==> src/rtl/load_store_unit.sv <==
// Load/store front end for a word-addressed, synchronous-read data memory.
// It handles byte, halfword and word accesses; sub-word stores use read-modify-write.
module load_store_unit #(
    parameter int unsigned DEPTH = 10
) (
    input  logic        clk,
    input  logic        rst,
    input  logic        req_valid,
    input  logic        req_read,
    input  logic        req_write,
    input  logic [1:0]  req_size,
    input  logic        req_unsigned,
    input  logic [31:0] req_addr,
    input  logic [31:0] req_wdata,
    output logic        stall,
    output logic        load_valid,
    output logic [31:0] load_data,
    output logic        access_err,
    output logic [31:0] mem_address,
    output logic        mem_read,
    output logic        mem_write,
    output logic [31:0] mem_wdata,
    input  logic [31:0] mem_rdata
);

    typedef enum logic [2:0] {IDLE, READ, EXTRACT, MERGE, WRITE} state_t;

    state_t      r_state;
    logic [31:0] r_addr;
    logic [1:0]  r_size;
    logic        r_unsigned;
    logic        r_is_store;
    logic [31:0] r_mem_wdata;
    logic [31:0] r_load_data;
    logic        r_load_valid;
    logic        r_access_err;

    logic        w_bad;
    logic        w_err;
    logic        w_accept;
    logic [7:0]  w_byte;
    logic [15:0] w_half;
    logic [31:0] w_load_ext;
    logic [31:0] w_merged;

    assign w_bad = (req_read & req_write) | (req_size == 2'b11)
                 | ((req_size == 2'b01) & req_addr[0])
                 | ((req_size == 2'b10) & (req_addr[1:0] != 2'b00))
                 | (req_addr[31:2] >= 30'(DEPTH));
    // Neither read nor write set is a bubble, not an error.
    assign w_err    = req_valid & (req_read | req_write) & w_bad;
    assign w_accept = req_valid & (req_read ^ req_write) & ~w_bad;

    always_comb begin
        w_byte = 8'h00;
        case (r_addr[1:0])
            2'd0:    w_byte = mem_rdata[7:0];
            2'd1:    w_byte = mem_rdata[15:8];
            2'd2:    w_byte = mem_rdata[23:16];
            default: w_byte = mem_rdata[31:24];
        endcase
        w_half = r_addr[1] ? mem_rdata[31:16] : mem_rdata[15:0];
        w_load_ext = mem_rdata;
        case (r_size)
            2'b00:   w_load_ext = r_unsigned ? {24'h0, w_byte} : {{24{w_byte[7]}}, w_byte};
            2'b01:   w_load_ext = r_unsigned ? {16'h0, w_half} : {{16{w_half[15]}}, w_half};
            default: w_load_ext = mem_rdata;
        endcase
    end

    // Store data sits right-aligned in r_mem_wdata until it is merged into the read word.
    always_comb begin
        w_merged = mem_rdata;
        if (r_size == 2'b00) begin
            case (r_addr[1:0])
                2'd0:    w_merged[7:0]   = r_mem_wdata[7:0];
                2'd1:    w_merged[15:8]  = r_mem_wdata[7:0];
                2'd2:    w_merged[23:16] = r_mem_wdata[7:0];
                default: w_merged[31:24] = r_mem_wdata[7:0];
            endcase
        end else if (r_addr[1]) begin
            w_merged[31:16] = r_mem_wdata[15:0];
        end else begin
            w_merged[15:0] = r_mem_wdata[15:0];
        end
    end

    always_ff @(posedge clk or negedge rst) begin
        if (!rst) begin
            r_state      <= IDLE;
            r_addr       <= '0;
            r_size       <= '0;
            r_unsigned   <= 1'b0;
            r_is_store   <= 1'b0;
            r_mem_wdata  <= '0;
            r_load_data  <= '0;
            r_load_valid <= 1'b0;
            r_access_err <= 1'b0;
        end else begin
            r_load_valid <= 1'b0;
            r_access_err <= (r_state == IDLE) & w_err;
            case (r_state)
                IDLE: begin
                    if (w_accept) begin
                        r_addr      <= req_addr;
                        r_size      <= req_size;
                        r_unsigned  <= req_unsigned;
                        r_is_store  <= req_write;
                        r_mem_wdata <= req_wdata;
                        r_state     <= (req_write && req_size == 2'b10) ? WRITE : READ;
                    end
                end
                READ:    r_state <= r_is_store ? MERGE : EXTRACT;
                EXTRACT: begin
                    r_load_data  <= w_load_ext;
                    r_load_valid <= 1'b1;
                    r_state      <= IDLE;
                end
                MERGE: begin
                    r_mem_wdata <= w_merged;
                    r_state     <= WRITE;
                end
                WRITE:   r_state <= IDLE;
                default: r_state <= IDLE;
            endcase
        end
    end

    assign stall       = (r_state != IDLE);
    assign mem_read    = (r_state == READ);
    assign mem_write   = (r_state == WRITE);
    assign mem_address = {2'b00, r_addr[31:2]};
    assign mem_wdata   = r_mem_wdata;
    assign load_valid  = r_load_valid;
    assign load_data   = r_load_data;
    assign access_err  = r_access_err;

endmodule

==> config.mk <==
export PLATFORM = sky130hd
export DESIGN_NAME = load_store_unit
export DESIGN_NICKNAME = d
export VERILOG_FILES = /design/src/rtl/load_store_unit.sv
export SDC_FILE = /design/constraint.sdc
export NUM_CORES = 1
export LEC_CHECK = 0
export CAP_MARGIN = 10
export CORE_ASPECT_RATIO = 0.5
export CORE_MARGIN = 4
export CORE_UTILIZATION = 25
export DETAILED_ROUTE_END_ITERATION = 16
export PLACE_DENSITY = 0.57
export SYNTH_ARGS = -nofsm -noshare
export SYNTH_HDL_FRONTEND = slang
export SYNTH_SLANG_ARGS = --single-unit
==> constraint.sdc <==
create_clock -name clk -period 2.9 [get_ports clk]
set_input_delay 0.58 -clock clk [delete_from_list [all_inputs] [get_ports clk]]
set_output_delay 0.58 -clock clk [all_outputs]
set_load 0.05 [all_outputs]
==> out/results.txt, run 1 <==
The run finished with clean final reports. Summed over all nets, the switching power comes to 1.59 mW. For the number of global-route vias before repair, the log shows 4819. Global routing used 15.4% of the available tracks across all layers. Entering global routing, the biggest net connects 57 pins. The critical path is of the input pin to flop type. For the register-to-register setup slack, the log shows 480 ps. In this run the static leakage power is 3.40 nW. The power after layout is 4.44 mW, and the worst max-slew margin expressed relative to the limit is 49.5%.

Combinational cells account for 32.8% of the total power. The tree is rooted in a sky130_fd_sc_hd__clkbuf_16. For this configuration, the core starts out at a cell density of 25.5%. DRC violations left: 0. For this run the aggregate overflow at the end of global routing stands at 0.

Data on the critical path arrives at its endpoint at 2940 ps. The clock-pin slew on the worst setup and hold paths is 80 ps, and the number of synthesis warnings is 0. TritonCTS built the clock tree. In the layout the commonest cells are 200 x sky130_fd_sc_hd__clkdlybuf4s50_1, 114 x sky130_fd_sc_hd__nand2_1, 105 x sky130_fd_sc_hd__dfrtp_1.

The top cell type by area accounts for 49.9% of the synthesized area. The worst setup path is captured at a flop. In the final routed layout, each cell accounts on average for 18.1 um.

Counting I/O delays and the setup requirement, the final critical path takes 2700 ps. For the cell-internal power, the log shows 2.85 mW. Setup repair after global routing left no endpoint under its margin. After detailed routing, the met2 layer carries 9230 um of wire. The via count is 4673.

Leaving out fill and tap cells, the most frequent cell in the layout is sky130_fd_sc_hd__clkdlybuf4s50_1. The share of total power dissipated in the clock network is 28.2%. Timing would allow up to 370 MHz. The worst setup path is launched from an input pin.

The cell area that synthesis handed to floorplanning was 0.00527 mm2. The detailed router finished its first iteration with 314 violations. 205 I/O pins were placed. On the final layout, the worst clock skew is 11.8 ps.

The logs give 4 for the number of detailed-routing iterations run before antenna repair and 3140 ps for the critical path required time. The congestion estimate from routability-driven global placement came to 0.814. The cell count after synthesis came out at 565. Number of rows created at floorplan: 37.

The logs give 48 for the number of distinct library cell variants in the gate-level netlist after synthesis and 0.351 mV for the maximum vdd drop. The die covers 0.0236 mm2. The run gives 0 as the max-slew violation total from the final report. Of the available clock period, the critical path in the final layout requires 93.1%. The depth of the worst register-to-register path is 5, and the cell total after placement is 998.

The number of enable flip-flop cells after synthesis was 0; the overall die height was 111 um. The highest metal layer carrying signal wires in the routed design is met4. The region available for standard cell placement spans 0.0206 mm2.

The switching fraction of total power is 35.8%. In the final design database the tool counted 842 nets. After synthesis, the cell types taking the most area are sky130_fd_sc_hd__dfrtp_1 50%, sky130_fd_sc_hd__nand2_1 8.1%, sky130_fd_sc_hd__buf_4 4.6%.

The first global-routing pass estimated 28400 um of wire. Setup violations remaining at the end of the flow were counted as 0. The logs give 14300 um for the placed wire-length estimate and 9 for the number of buffers created by CTS.

In this run the critical register-to-register path is captured at mem_wdata[12]. The commonest register cell after synthesis was sky130_fd_sc_hd__dfrtp_1. The share of total power dissipated in sequential elements is 39.0%.

The logs give 2 for the maximum root-to-sink buffer count and 105 for the clock net sink count. The detail route stage leaves a number of antenna-violating nets equal to 0. The tools report the number of levels in the clock H-tree as 3. The startpoint identified for the worst register-to-register timing path is r_addr[0]. Measured along the x axis, the die boundary spans 213 um. Max-cap violations in this run came to 0. At the later pin of the worst-skew pair, clock insertion delay measures 350 ps. Compared with the post-synthesis result, the final layout area differs by 47.3%. A synthesized cell averages 9.33 um2. The run gives 1013 as the number of standard cells in the layout, taps in and fillers out. Pin slew with the least headroom to its limit: 754 ps.

The number of register bits inferred by synthesis is 105. The average vias per placed instance was 4.61; the count of buffers from port buffering was 202. In this run the power density over the cells is 572 mW/mm2. Of all nets on the critical path, the largest fanout is 8. The fraction of final layout cells with drive strength greater than 1 is 9.73%, and the final wirelength is 18300 um.

Path class of the lowest-slack min-delay path: input pin to async pin. After clock tree synthesis, the flow added hold-fix buffers numbering 0. For the routed length on met3, the log shows 590 um.

For this block, wires on met1 add up to 8190 um. Of all flip-flops after synthesis, the portion carrying an async set or reset was 100%. The largest total area in the synthesized netlist belongs to sky130_fd_sc_hd__dfrtp_1. For the number of antenna violations at the first check in global routing, the log shows 0. The number of antenna diodes in the final layout is 0. For this run, the register share of the synthesized area comes to 49.9%. The number of setup buffers added after CTS is 0. For the number of hold violations in the final report, the log shows 0.
==> sequential cells by signal, summed over array words and instances (netlist names) <==
name and count:
access_err 1, load_data 32, load_valid 1, mem_wdata 32, r_addr 32, r_is_store 1, r_size 2, r_state 3
r_unsigned 1
==> worst max-delay path: stages <==
cell,delay [ps]
sky130_fd_sc_hd__clkdlybuf4s50_1,410
sky130_fd_sc_hd__or3_1,390
sky130_fd_sc_hd__a21o_1,180
sky130_fd_sc_hd__or4_4,560
sky130_fd_sc_hd__a221oi_4,320
sky130_fd_sc_hd__buf_12,170
sky130_fd_sc_hd__mux2_2,320
==> worst max-delay path by stage <==
stage,start,end,cells past startpoint
3_3_place_gp,req_read,mem_wdata[4],8
4_1_cts,req_read,mem_wdata[7],8
6_report,req_size[0],mem_wdata[7],7
3_5_place_dp,req_read,mem_wdata[4],8
5_1_grt,req_addr[24],mem_wdata[7],7
2_1_floorplan,req_read,mem_wdata[0],6
==> area by class of cell <==
| class | instances | area (um2) |
|---|---|---|
| sequential | 105 | 2630 |
| clock buffer | 10 | 229 |
| tap | 273 | 342 |
| multi-input combinational | 387 | 2250 |
| fill | 2096 | 12900 |
| timing repair buffer | 227 | 2230 |
| inverter | 6 | 22.5 |
| clock inverter | 5 | 63.8 |
==> what timing repair did <==
| action | in CTS | in global routing |
|---|---|---|
| gates resized for setup | 0 | 1 |
| endpoints found under the hold margin | 0 | 0 |
| setup endpoints to repair | 0 | 8 |
==> stage by stage <==
| step | hold WS (ps) | util (%) | cell area [um2] | setup WS [ps] | setup TNS, ps |
|---|---|---|---|---|---|
| 3_5_place_dp | 457 | 36.1 | 7460 | -313 | -2470 |
| 3_3_place_gp | 454 | 36.1 | 7460 | -244 | -1950 |
| 6_report | 258 | 37.6 | 7760 | 200 | 0 |
| 4_1_cts | 278 | 37.6 | 7760 | 64.9 | 0 |
| 2_1_floorplan | 284 | - | 5270 | 310 | 0 |
| 5_1_grt | 303 | 37.6 | 7760 | 97.5 | 0 |
==> synthesized netlist by cell type (all sizes together) (4+ instances only) <==
library cell / instances
a211oi: 7
a21oi: 43
a221oi: 16
a31oi: 7
and2: 27
and3: 5
buf: 39
clkbuf: 29
dfrtp: 105
inv: 4
mux2: 9
mux2i: 16
nand2: 114
nor2: 37
nor3: 10
nor4: 6
o21ai: 24
o221a: 8
o22ai: 19
==> power by group through the flow <==
stage	Combinational, mW	Clock [mW]	Sequential (mW)
2_1_floorplan	0.294	0	2.29
3_3_place_gp	1.46	0	1.75
3_5_place_dp	1.47	0	1.76
4_1_cts	1.47	1.30	1.73
5_1_grt	1.54	1.36	1.75
6_report	1.46	1.25	1.73
==> metal layers <==
layer  vias up  track usage, %
li1       2291               -
met5         -               0
met3        17            2.66
met2       104            26.0
met4         0            3.71
met1      2261            20.5
==> cell families after synthesis <==
group / count (synthesis) / synth area share, %
and+or+nand+nor: 223 / 19.8
muxes: 26 / 5.39
adders and majority gates: 2 / 0.475
DFF: 105 / 49.9
AOI/OAI and AO/OA: 134 / 16.8
buffers and inverters: 74 / 7.67
other: 1 / 0.0712
No activity file was read; power rests on OpenSTA's default activity.
==> run 2, diff against run 1 <==
Settings changed: ABC_CLOCK_PERIOD_IN_PS from default to 2800, CAP_MARGIN 10 to default.
Clock period 2.9 ns to 2.8 ns, I/O delays scaled along.
==> out/results.txt, run 2 (same netlist as run 1, synthesis figures left out) <==
The root buffer cell chosen for the clock tree is sky130_fd_sc_hd__clkbuf_16. The post-route cell area was 0.00782 mm2 (+0.74%). Placed wire-length estimate: 14100 um (-1.6%). Setup repair after global routing left no endpoint under its margin.

The tools report the area taken by flip-flops and latches as 0.00263 mm2 (unchanged). The logs give 1 (+1) for the number of antenna violations at the first check in global routing and 1.68 mW (+5.5%) for the switching component of the power. The run gives 0 (unchanged) as the overflow left after global routing.

The run gives 4.73 mW (+6.5%) as the power after layout. The maximum root-to-sink buffer count was 2 (unchanged); the worst max-slew margin expressed relative to the limit was 52.5% (+3.0 points). The max-slew violation total from the final report was 0 (unchanged). The slowest stage of the critical path belongs to the cell sky130_fd_sc_hd__or4_4. The area growth from synthesis to final layout works out to 48.4%.

The wire length per cell after detailed routing is 17.9 um (-0.77%), and the number of rows created at floorplan is 37 (unchanged). Final weighted congestion of routability-driven global placement: 0.819 (+0.63%). The sum of negative setup slack is 0 ps (unchanged). TritonCTS built the clock tree. Count of buffers from port buffering: 202 (unchanged).

The overall die height works out to 111 um (unchanged). The count of hold buffers inserted by post-cts repair came out at 0 (unchanged). The logs give 9 (unchanged) for the number of buffers created by CTS and 3.06 mW (+7.1%) for the cell-internal power. The starting utilization of the core area came out at 25.5% (unchanged). The logs give 0.0236 mm2 (unchanged) for the die outline area and 0.00225 mm2 (unchanged) for the area of the multi-input gates. The fraction of final layout cells with drive strength greater than 1 is 10.1% (+0.38 points), and the number of filler instances in the final layout is 2067 (-1.4%). The critical path required time was 3040 ps (-100 ps); the die extent in x was 213 um (unchanged). The run gives 0 (unchanged) as the number of max-capacitance violations reported. The combinational fraction of design power is 32.0% (-0.8 points). The setup path with the least slack is of type input pin to flop. The flow ran to the end, and the final reports show no timing, DRC or antenna violations.

The post-route worst hold slack was 219 ps (-38.6 ps); the share of power burned in the clock network was 30.1% (+1.9 points). For the number of global-route vias before repair, the log shows 4755 (-1.3%). For the placed instance area, the log shows 0.00748 mm2 (+0.27%).

The number of detailed-routing iterations run before antenna repair came out at 5 (+1). The run gives 4741 (+1.5%) as the via count. The worst setup skew after layout is 10.5 ps (-1.26 ps), and the worst-skew pair later-pin latency is 360 ps (about the same).

The arrival time of the worst setup path was 2910 ps (-30 ps). The type of element launching the critical path was an input pin. Final period demand of the worst path: 2670 ps. The count of pins on the block boundary was 205 (unchanged).

The tools report the clock net sink count as 105 (unchanged). Pin slew with the least headroom to its limit: 708 ps (-45.2 ps). The largest net degree at the start of global routing was 57 (unchanged).

The top cell types in the final layout, fill and taps aside, are 200 x sky130_fd_sc_hd__clkdlybuf4s50_1, 114 x sky130_fd_sc_hd__nand2_1, 105 x sky130_fd_sc_hd__dfrtp_1. The layout net count is 843 (+0.12%). Global router's overall resource usage: 15.1% (-0.28 points). Number of hold violations in the final report: 0 (unchanged). The number of levels in the clock H-tree was 3 (unchanged); the clock-pin slew on the worst setup and hold paths was 80 ps (about the same). Power per cell area: 605 mW/mm2 (+5.7%).

Final wirelength: 18200 um (-0.48%). STA classifies the critical path endpoint as a flop. The path class of the tightest hold or removal check is input pin to async pin. Traced cell by cell, the critical path runs through clkdlybuf4s50_1 > or3_1 > a21o_1 > or4_4 > a221oi_4 > buf_12 > mux2_2.

Worst flop-to-flop path endpoint: mem_wdata[8]. The tools report the wire length of the first global-routing pass as 27900 um (-1.6%). The library cell used most frequently in the layout, excluding fill and tap cells, is sky130_fd_sc_hd__clkdlybuf4s50_1.

The count of routing violations after the opening detailed-route iteration was 300 (-4.5%); the static leakage was 3.43 nW (+0.78%). The tools report the part of the total power dissipated in sequential elements as 37.9% (-1.1 points). The average vias per placed instance was 4.67 (+1.2%). The register-to-register setup slack is 320 ps (-160 ps), and the maximum net fanout on the critical path is 8 (unchanged). The worst stage delay on the critical path is 570 ps (about the same). The origin of the critical flop-to-flop path is r_addr[0]. The tools report the number of standard cells in the layout, taps in and fillers out as 1016 (+0.30%). The maximum vdd drop is 0.366 mV (+4.2%).

The final setup violation count is 0 (unchanged). In the finished design, the share of the clock period the worst path needs comes to 95.5%. Tracing the worst setup path back leads to its startpoint at req_size[0]. The depth of the worst register-to-register path came out at 5 (unchanged). The run gives 999 (+0.10%) as the cell total after placement. Derived from the worst setup path, the maximum achievable clock frequency is 374 MHz. DRC violations left: 0 (unchanged). The area of the core is 0.0206 mm2 (unchanged). The switching fraction of total power is 35.4% (-0.34 points), and the number of routed nets with antenna violations is 0 (unchanged).
[run 2: cell types whose count changed in the layout (fill, tap and decap cells not counted)]
cell / before / now
sky130_fd_sc_hd__clkinv_4: 1 / 3
sky130_fd_sc_hd__buf_12: 2 / 3
sky130_fd_sc_hd__bufinv_16: 1 / 2
sky130_fd_sc_hd__clkbuf_1: 1 / 0
sky130_fd_sc_hd__diode_2: 0 / 1
sky130_fd_sc_hd__inv_6: 2 / 1
[run 2: layout make-up]
class / instances / share of cell area, %
well taps: 273 / 4.37
clock inverters: 7 / 1.31
diodes: 1 / 0.0320
multi-input cells: 387 / 28.8
repair buffers: 228 / 28.8
inverters: 6 / 0.288
flip-flops and latches: 105 / 33.6
clock buffers: 9 / 2.88
[run 2: what timing repair did]
item                                    4_1_cts  5_1_grt
buffers inserted                              0        0
endpoints found under the setup margin        0        8
gates resized for setup                       0        1
[run 2: worst max-delay path by stage]
stage	endpoint	slack, ps	cells after the start
final	mem_wdata[6]	130	7
after detailed placement	mem_wdata[6]	-340	8
after floorplan	mem_wdata[0]	230	6
after global placement	mem_wdata[4]	-340	8
after global routing	mem_wdata[4]	30	7
after CTS	mem_wdata[6]	40	8
[run 2: through the flow]
| step | utilization, % | worst slack [ps] |
|---|---|---|
| 6_report | 37.9 | 127 |
| 2_1_floorplan | - | 230 |
| 3_5_place_dp | 36.2 | -337 |
| 5_1_grt | 37.9 | 28.5 |
| 3_3_place_gp | 36.2 | -335 |
| 4_1_cts | 37.8 | 38.4 |
[run 2: critical path, delay by kind of cell]
family | cells | cell delay (ps)
compound gates | 2 | 460
simple gates | 2 | 970
mux | 1 | 330
buf+inv | 2 | 590
[run 2: routing by layer]
layer	global-route usage [%]	wire (um)
met3	2.80	645
met5	0	0
met4	3.28	260
met2	26.2	9320
met1	19.6	8010
[run 2: power by group through the flow]
stage / Combinational [mW] / Clock, mW / Sequential, mW
4_1_cts: 1.53 / 1.45 / 1.79
3_5_place_dp: 1.52 / 0 / 1.82
5_1_grt: 1.59 / 1.52 / 1.82
2_1_floorplan: 0.304 / 0 / 2.37
3_3_place_gp: 1.52 / 0 / 1.81
6_report: 1.51 / 1.43 / 1.79
==> run 3, diff against run 2 <==
Settings changed: CORE_MARGIN 4 to 3, CORE_UTILIZATION 25 to 43, PLACE_DENSITY 0.57 to 0.85.
==> out/results.txt, run 3 (same netlist as run 1, synthesis figures left out) <==
The final setup violation count is 0 (unchanged), and the number of rows created at floorplan is 27 (-27%). STA classifies the critical path endpoint as a flop. The area of the core was 0.0115 mm2 (-45%); the placed wire-length estimate was 12300 um (-13%). The overall die height was 84.3 um (-24%).

The logs give 86.9 ps (-39.8 ps) for the least setup slack across all paths after layout and 25700 um (-8.0%) for the wire length of the first global-routing pass. The combinational fraction of design power is 33.3% (+1.3 points). The die outline area is 0.0137 mm2 (-42%).

The run gives 2940 ps (+30 ps) as the arrival time of the worst setup path. Average vias per placed instance: 5.43 (+16%). The maximum net fanout on the critical path was 8 (unchanged). The run gives 9 (unchanged) as the number of buffers created by CTS. In this run the critical register-to-register path is captured at mem_wdata[12]. The run gives 46.0% (+20 points) as the starting utilization of the core area. The clock-pin slew on the worst setup and hold paths is 70 ps (about the same), and the maximum root-to-sink buffer count is 2 (unchanged).

The power after layout is 4.58 mW (-3.2%), and the maximum vdd drop is 0.407 mV (+11%). The logs give 280 ps (-40 ps) for the register-to-register setup slack and 16100 um (-12%) for the final wirelength. The count of routing violations after the opening detailed-route iteration was 462 (+54%). The most critical setup path has its startpoint at req_size[0]. The area growth from synthesis to final layout is 44.9%.

Number of hold violations in the final report: 0 (unchanged). Setup repair after global routing left no endpoint under its margin. The type of the setup path with the least slack is input pin to flop. The static leakage is 3.41 nW (-0.60%). Count of pins on the block boundary: 205 (unchanged). The library cell used most frequently in the layout, excluding fill and tap cells, is sky130_fd_sc_hd__clkdlybuf4s50_1.

The cell total after placement was 882 (-12%); the worst max-slew margin expressed relative to the limit was 55.5% (+3.1 points). The root buffer cell chosen for the clock tree is sky130_fd_sc_hd__clkbuf_16. The tools report the DRC violations left as 0 (unchanged).

The depth of the worst register-to-register path was 5 (unchanged); the count of buffers from port buffering was 202 (unchanged). Pin slew with the least headroom to its limit: 667 ps (-41.6 ps). Origin of the critical flop-to-flop path: r_size[0].

The die extent in x was 163 um (-24%). The run gives 27.5% (-2.6 points) as the share of power burned in the clock network. The switching fraction of total power is 36.7% (+1.3 points), and the wire length per cell after detailed routing is 18.0 um (about the same). The logs give 1.68 mW (+0.36%) for the switching component of the power and 3030 ps (about the same) for the critical path required time.

The fraction of final layout cells with drive strength greater than 1 is 9.74% (-0.36 points), and the ratio of final minimum period to clock period is 96.9% (+1.4 points). For the total inserted antenna cells, the log shows 0 (-1). The via count is 4879 (+2.9%), and the placed instance area is 0.00733 mm2 (-2.0%). The worst setup skew after layout was 11.1 ps (+0.617 ps); the largest net degree at the start of global routing was 57 (unchanged). The run gives 39.2% (+1.3 points) as the part of the total power dissipated in sequential elements. The final weighted congestion of routability-driven global placement is 0.841 (+2.6%), and the clock net sink count is 105 (unchanged). The logs give 239 ps (+19.5 ps) for the post-route worst hold slack and 369 MHz (-1.5%) for the highest clock frequency the design can meet. The flow ran to the end, and the final reports show no timing, DRC or antenna violations. The number of global-route vias before repair was 4920 (+3.5%); the layout net count was 840 (-0.36%). The run gives 0 (unchanged) as the number of routed nets with antenna violations. TritonCTS built the clock tree. The power per cell area is 599 mW/mm2 (-0.94%), and the post-placement setup slack is -352 ps (-15.1 ps). The path class of the tightest hold or removal check is input pin to async pin. Number of detailed-routing iterations run before antenna repair: 5 (unchanged). The max-slew violation total from the final report came out at 0 (unchanged). The overflow left after global routing is 0 (unchanged).

STA classifies the critical path startpoint as an input pin. The number of levels in the clock H-tree was 3 (unchanged). The tools report the post-route cell area as 0.00764 mm2 (-2.3%).

The run gives 0 (-1) as the number of antenna violations at the first check in global routing. Final period demand of the worst path: 2710 ps (+39.8 ps). For the global router's overall resource usage, the log shows 23.4% (+8.3 points). For the number of max-capacitance violations reported, the log shows 0 (unchanged). The worst-skew pair later-pin latency came out at 350 ps (about the same). The most critical setup path has its endpoint at mem_wdata[6]. The number of standard cells in the layout, taps in and fillers out came out at 898 (-12%).

In the layout the commonest cells are 200 x sky130_fd_sc_hd__clkdlybuf4s50_1, 114 x sky130_fd_sc_hd__nand2_1, 105 x sky130_fd_sc_hd__dfrtp_1. The logs give 0 (unchanged) for the buffer count from post-CTS setup fixing and 2.90 mW (-5.2%) for the cell-internal power.
run 3: cell types whose count changed in the layout (fill, tap and decap cells not counted):
cell,previous run,this run
sky130_fd_sc_hd__buf_12,3,4
sky130_fd_sc_hd__buf_4,25,21
sky130_fd_sc_hd__bufinv_16,2,0
sky130_fd_sc_hd__clkinv_4,3,2
sky130_fd_sc_hd__clkinv_8,0,1
sky130_fd_sc_hd__clkinvlp_4,1,0
sky130_fd_sc_hd__diode_2,1,0
sky130_fd_sc_hd__inv_8,0,3
run 3: layout make-up:
cell class / count / area (um2)
multi-input combinational: 387 / 2250
timing repair buffer: 225 / 2240
clock buffer: 9 / 225
inverter: 6 / 22.5
sequential: 105 / 2630
fill: 913 / 3810
tap: 159 / 199
clock inverter: 7 / 76.3
run 3: metrics by stage:
| step | util (%) | TNS, ps |
|---|---|---|
| after floorplan | - | 0 |
| after global placement | 64.0 | -2310 |
| after detailed placement | 64.0 | -2820 |
| after CTS | 66.6 | 0 |
| after global routing | 66.7 | 0 |
| final | 66.7 | 0 |
run 3: power groups by stage:
stage | Sequential [mW] | Clock (mW) | Combinational [mW]
after global routing | 1.81 | 1.36 | 1.60
after CTS | 1.79 | 1.28 | 1.53
final | 1.79 | 1.26 | 1.53
after detailed placement | 1.82 | 0 | 1.53
after floorplan | 2.37 | 0 | 0.304
after global placement | 1.81 | 0 | 1.50
run 3: repair_timing:
| item | 4_1_cts | 5_1_grt |
|---|---|---|
| hold buffers | 0 | 0 |
| endpoints found under the setup margin | 0 | 8 |
| gates resized for setup | 0 | 1 |
run 3: worst min-delay path by stage:
stage,slack [ps],endpoint,cells after the start,start
2_1_floorplan,260,access_err,0,rst
3_3_place_gp,450,r_addr[3],2,r_addr[3]
3_5_place_dp,460,r_addr[3],2,r_addr[3]
4_1_cts,260,r_addr[5],1,rst
5_1_grt,290,load_data[25],1,rst
6_report,240,load_data[25],1,rst
run 3: critical path, cell delays in order:
cell                              delay, ps
sky130_fd_sc_hd__clkdlybuf4s50_1        420
sky130_fd_sc_hd__or3_1                  410
sky130_fd_sc_hd__a21o_1                 180
sky130_fd_sc_hd__or4_4                  560
sky130_fd_sc_hd__a221oi_4               310
sky130_fd_sc_hd__buf_12                 170
sky130_fd_sc_hd__mux2_2                 330
run 3: routing by layer:
layer	up-vias	part of all wire, %	track usage, %
met4	0	2.6	6.91
met2	212	50	40.7
met5	-	0	0
met3	39	6.7	5.17
met1	2340	41	29.5
li1	2288	-	-
==> variant: new RTL, config.mk and constraints of run 2 <==
The 5 states of `state_t` get a one-hot encoding in 5 bits.
--- a/src/rtl/load_store_unit.sv
+++ b/src/rtl/load_store_unit.sv
@@ -24,5 +24,5 @@
 );
 
-    typedef enum logic [2:0] {IDLE, READ, EXTRACT, MERGE, WRITE} state_t;
+    typedef enum logic [4:0] {IDLE = 5'b00001, READ = 5'b00010, EXTRACT = 5'b00100, MERGE = 5'b01000, WRITE = 5'b10000} state_t;
 
     state_t      r_state;
Function: no difference found for any inputs over 10 cycles, from zero or initial values and one cycle with rst low; not proved beyond that.
==> variant against run 2 <==
Area after synthesis barely moved. Sequential cell count grew 2. Final area did not move. Setup slack improved by 120 ps. Register-to-register slack gained 230 ps. Wire length up 1.4%. Critical path type is now reg -> out. Largest cell class unchanged. Highest routed layer unchanged.
Power is not compared: it rests on default switching activity, and its combinational part moved more than twofold at a synthesized area within 25%.
==> variant: results (changes against run 2) <==
[layout]
antenna_cells=0  ; -1
finalNonFillerCells=1023  ; +0.69%
nets=851  ; +0.95%
drive_gt1_frac=0.0973  ; -0.00374

[place]
finalWeightedCongestion=0.854  ; +4.2%
place_area_um2=7490  ; about the same
hpwl_mm=14.5  ; +2.9%
placement.io_buffers=202  ; unchanged

[grt]
antenna_found_initial=0  ; -1
grt_max_degree=44  ; -23%
grt_pass1_wl_mm=28.7  ; +2.8%
track_usage=0.155  ; +0.00378
grt_pass1_vias=5021  ; +5.6%

[timing]
max_slew.worst_pin.slew_ps=735  ; +26.3 ps
clock_skew_ps=10.7  ; +0.192 ps

[synthesis]
yosysSeqAreaShare=0.508  ; +0.00937
netlist_top_cells_count=dfrtp_1 (106), nand2_1 (83), nor2_1 (71)
synthCells=572  ; +1.2%
synth_ff_type=dfrtp_1
synth_cell_type_count=45  ; -6.3%
yosys-top-cells-area=dfrtp_1 (50%), nand2_1 (5.9%), nor2_1 (5.1%)

[drt]
drt_iter0_markers=388  ; +29%
num_vias=4827  ; +1.8%
wl_per_cell_um=18.1  ; +0.75%
dr.pass1.iters=7  ; +2

[pwr]
p_sw_frac=0.261

[worst_setup_path]
regToRegStartpoint=r_state[4]
r2r_end=mem_wdata[7]
slowest_delay_ps=740  ; +170 ps
r2r_setup_slack_ps=550  ; +230 ps
crit_fanout=4  ; -4
crit_family=buffers and inverters
rr_worst_depth=6  ; +1
cp_slowest_cell=clkdlybuf4s50_1

[run_status]
outcome=finished, final reports clean

[worst_hold_path]
hp-class=in -> async

-- variant: cell types whose count changed after synthesis, sizes merged, moves of 6 or more --
| cell | before | now |
|---|---|---|
| a221oi | 16 | 0 |
| a31oi | 7 | 16 |
| inv | 4 | 12 |
| mux2 | 9 | 15 |
| mux2i | 16 | 0 |
| nand2 | 114 | 83 |
| nor2 | 37 | 71 |
| o211ai | 0 | 10 |
| o31ai | 0 | 8 |
-- variant: through the flow --
step,TNS [ps],hold WS (ps),power (mW),setup WS (ps)
after floorplan,0,264,1.77,203
after global placement,-12000,432,2.07,-241
after detailed placement,-13090,450,2.07,-271
after CTS,0,216,3.41,82.1
after global routing,0,235,3.49,108
final,0,191,3.37,244
-- variant: power by group through the flow --
stage | clock, mW | combinational (mW) | sequential [mW]
3_3_place_gp | 0 | 0.452 | 1.61
4_1_cts | 1.37 | 0.456 | 1.58
3_5_place_dp | 0 | 0.454 | 1.61
5_1_grt | 1.42 | 0.480 | 1.59
6_report | 1.34 | 0.452 | 1.58
2_1_floorplan | 0 | 0.0733 | 1.70
-- variant: area by class of cell --
cell class,instances,area [um^2]
fillers,2088,12800
well taps,273,342
multi-input cells,385,2170
inverters,12,45.0
repair buffers,230,2270
clock inverters,7,85.1
flip-flops and latches,107,2680
clock buffers,9,225
-- variant: how the worst max path moves through the flow --
| stage | start | end | slack (ps) | depth (start not counted) |
|---|---|---|---|---|
| 5_1_grt | req_read | mem_wdata[8] | 110 | 8 |
| 4_1_cts | req_write | mem_wdata[25] | 80 | 9 |
| 3_5_place_dp | req_write | mem_wdata[25] | -270 | 9 |
| 2_1_floorplan | r_state[3] | mem_read | 200 | 2 |
| 6_report | r_state[0] | stall | 240 | 3 |
| 3_3_place_gp | req_read | mem_wdata[16] | -240 | 9 |
-- variant: repair_timing --
action / 4_1_cts / 5_1_grt
setup endpoints to repair: 0 / 48
buffers inserted: 0 / 0
resized for setup: 0 / 5
-- variant: logic make-up after synthesis --
logic type	count (synthesis)	synth area share
DFF	107	0.508
adders and majority gates	2	0.00474
and+or+nand+nor	217	0.186
muxes	16	0.0363
AOI/OAI and AO/OA	148	0.180
buffers and inverters	81	0.0847
other	1	0.000711
-- variant: per-layer routing --
| metal | track usage | share of wire | routed length, um |
|---|---|---|---|
| met2 | 0.272 | 0.51 | 9460 |
| met1 | 0.193 | 0.42 | 7850 |
| met5 | 0 | 0 | 0 |
| met3 | 0.0291 | 0.042 | 780 |
| met4 | 0.0452 | 0.022 | 408 |
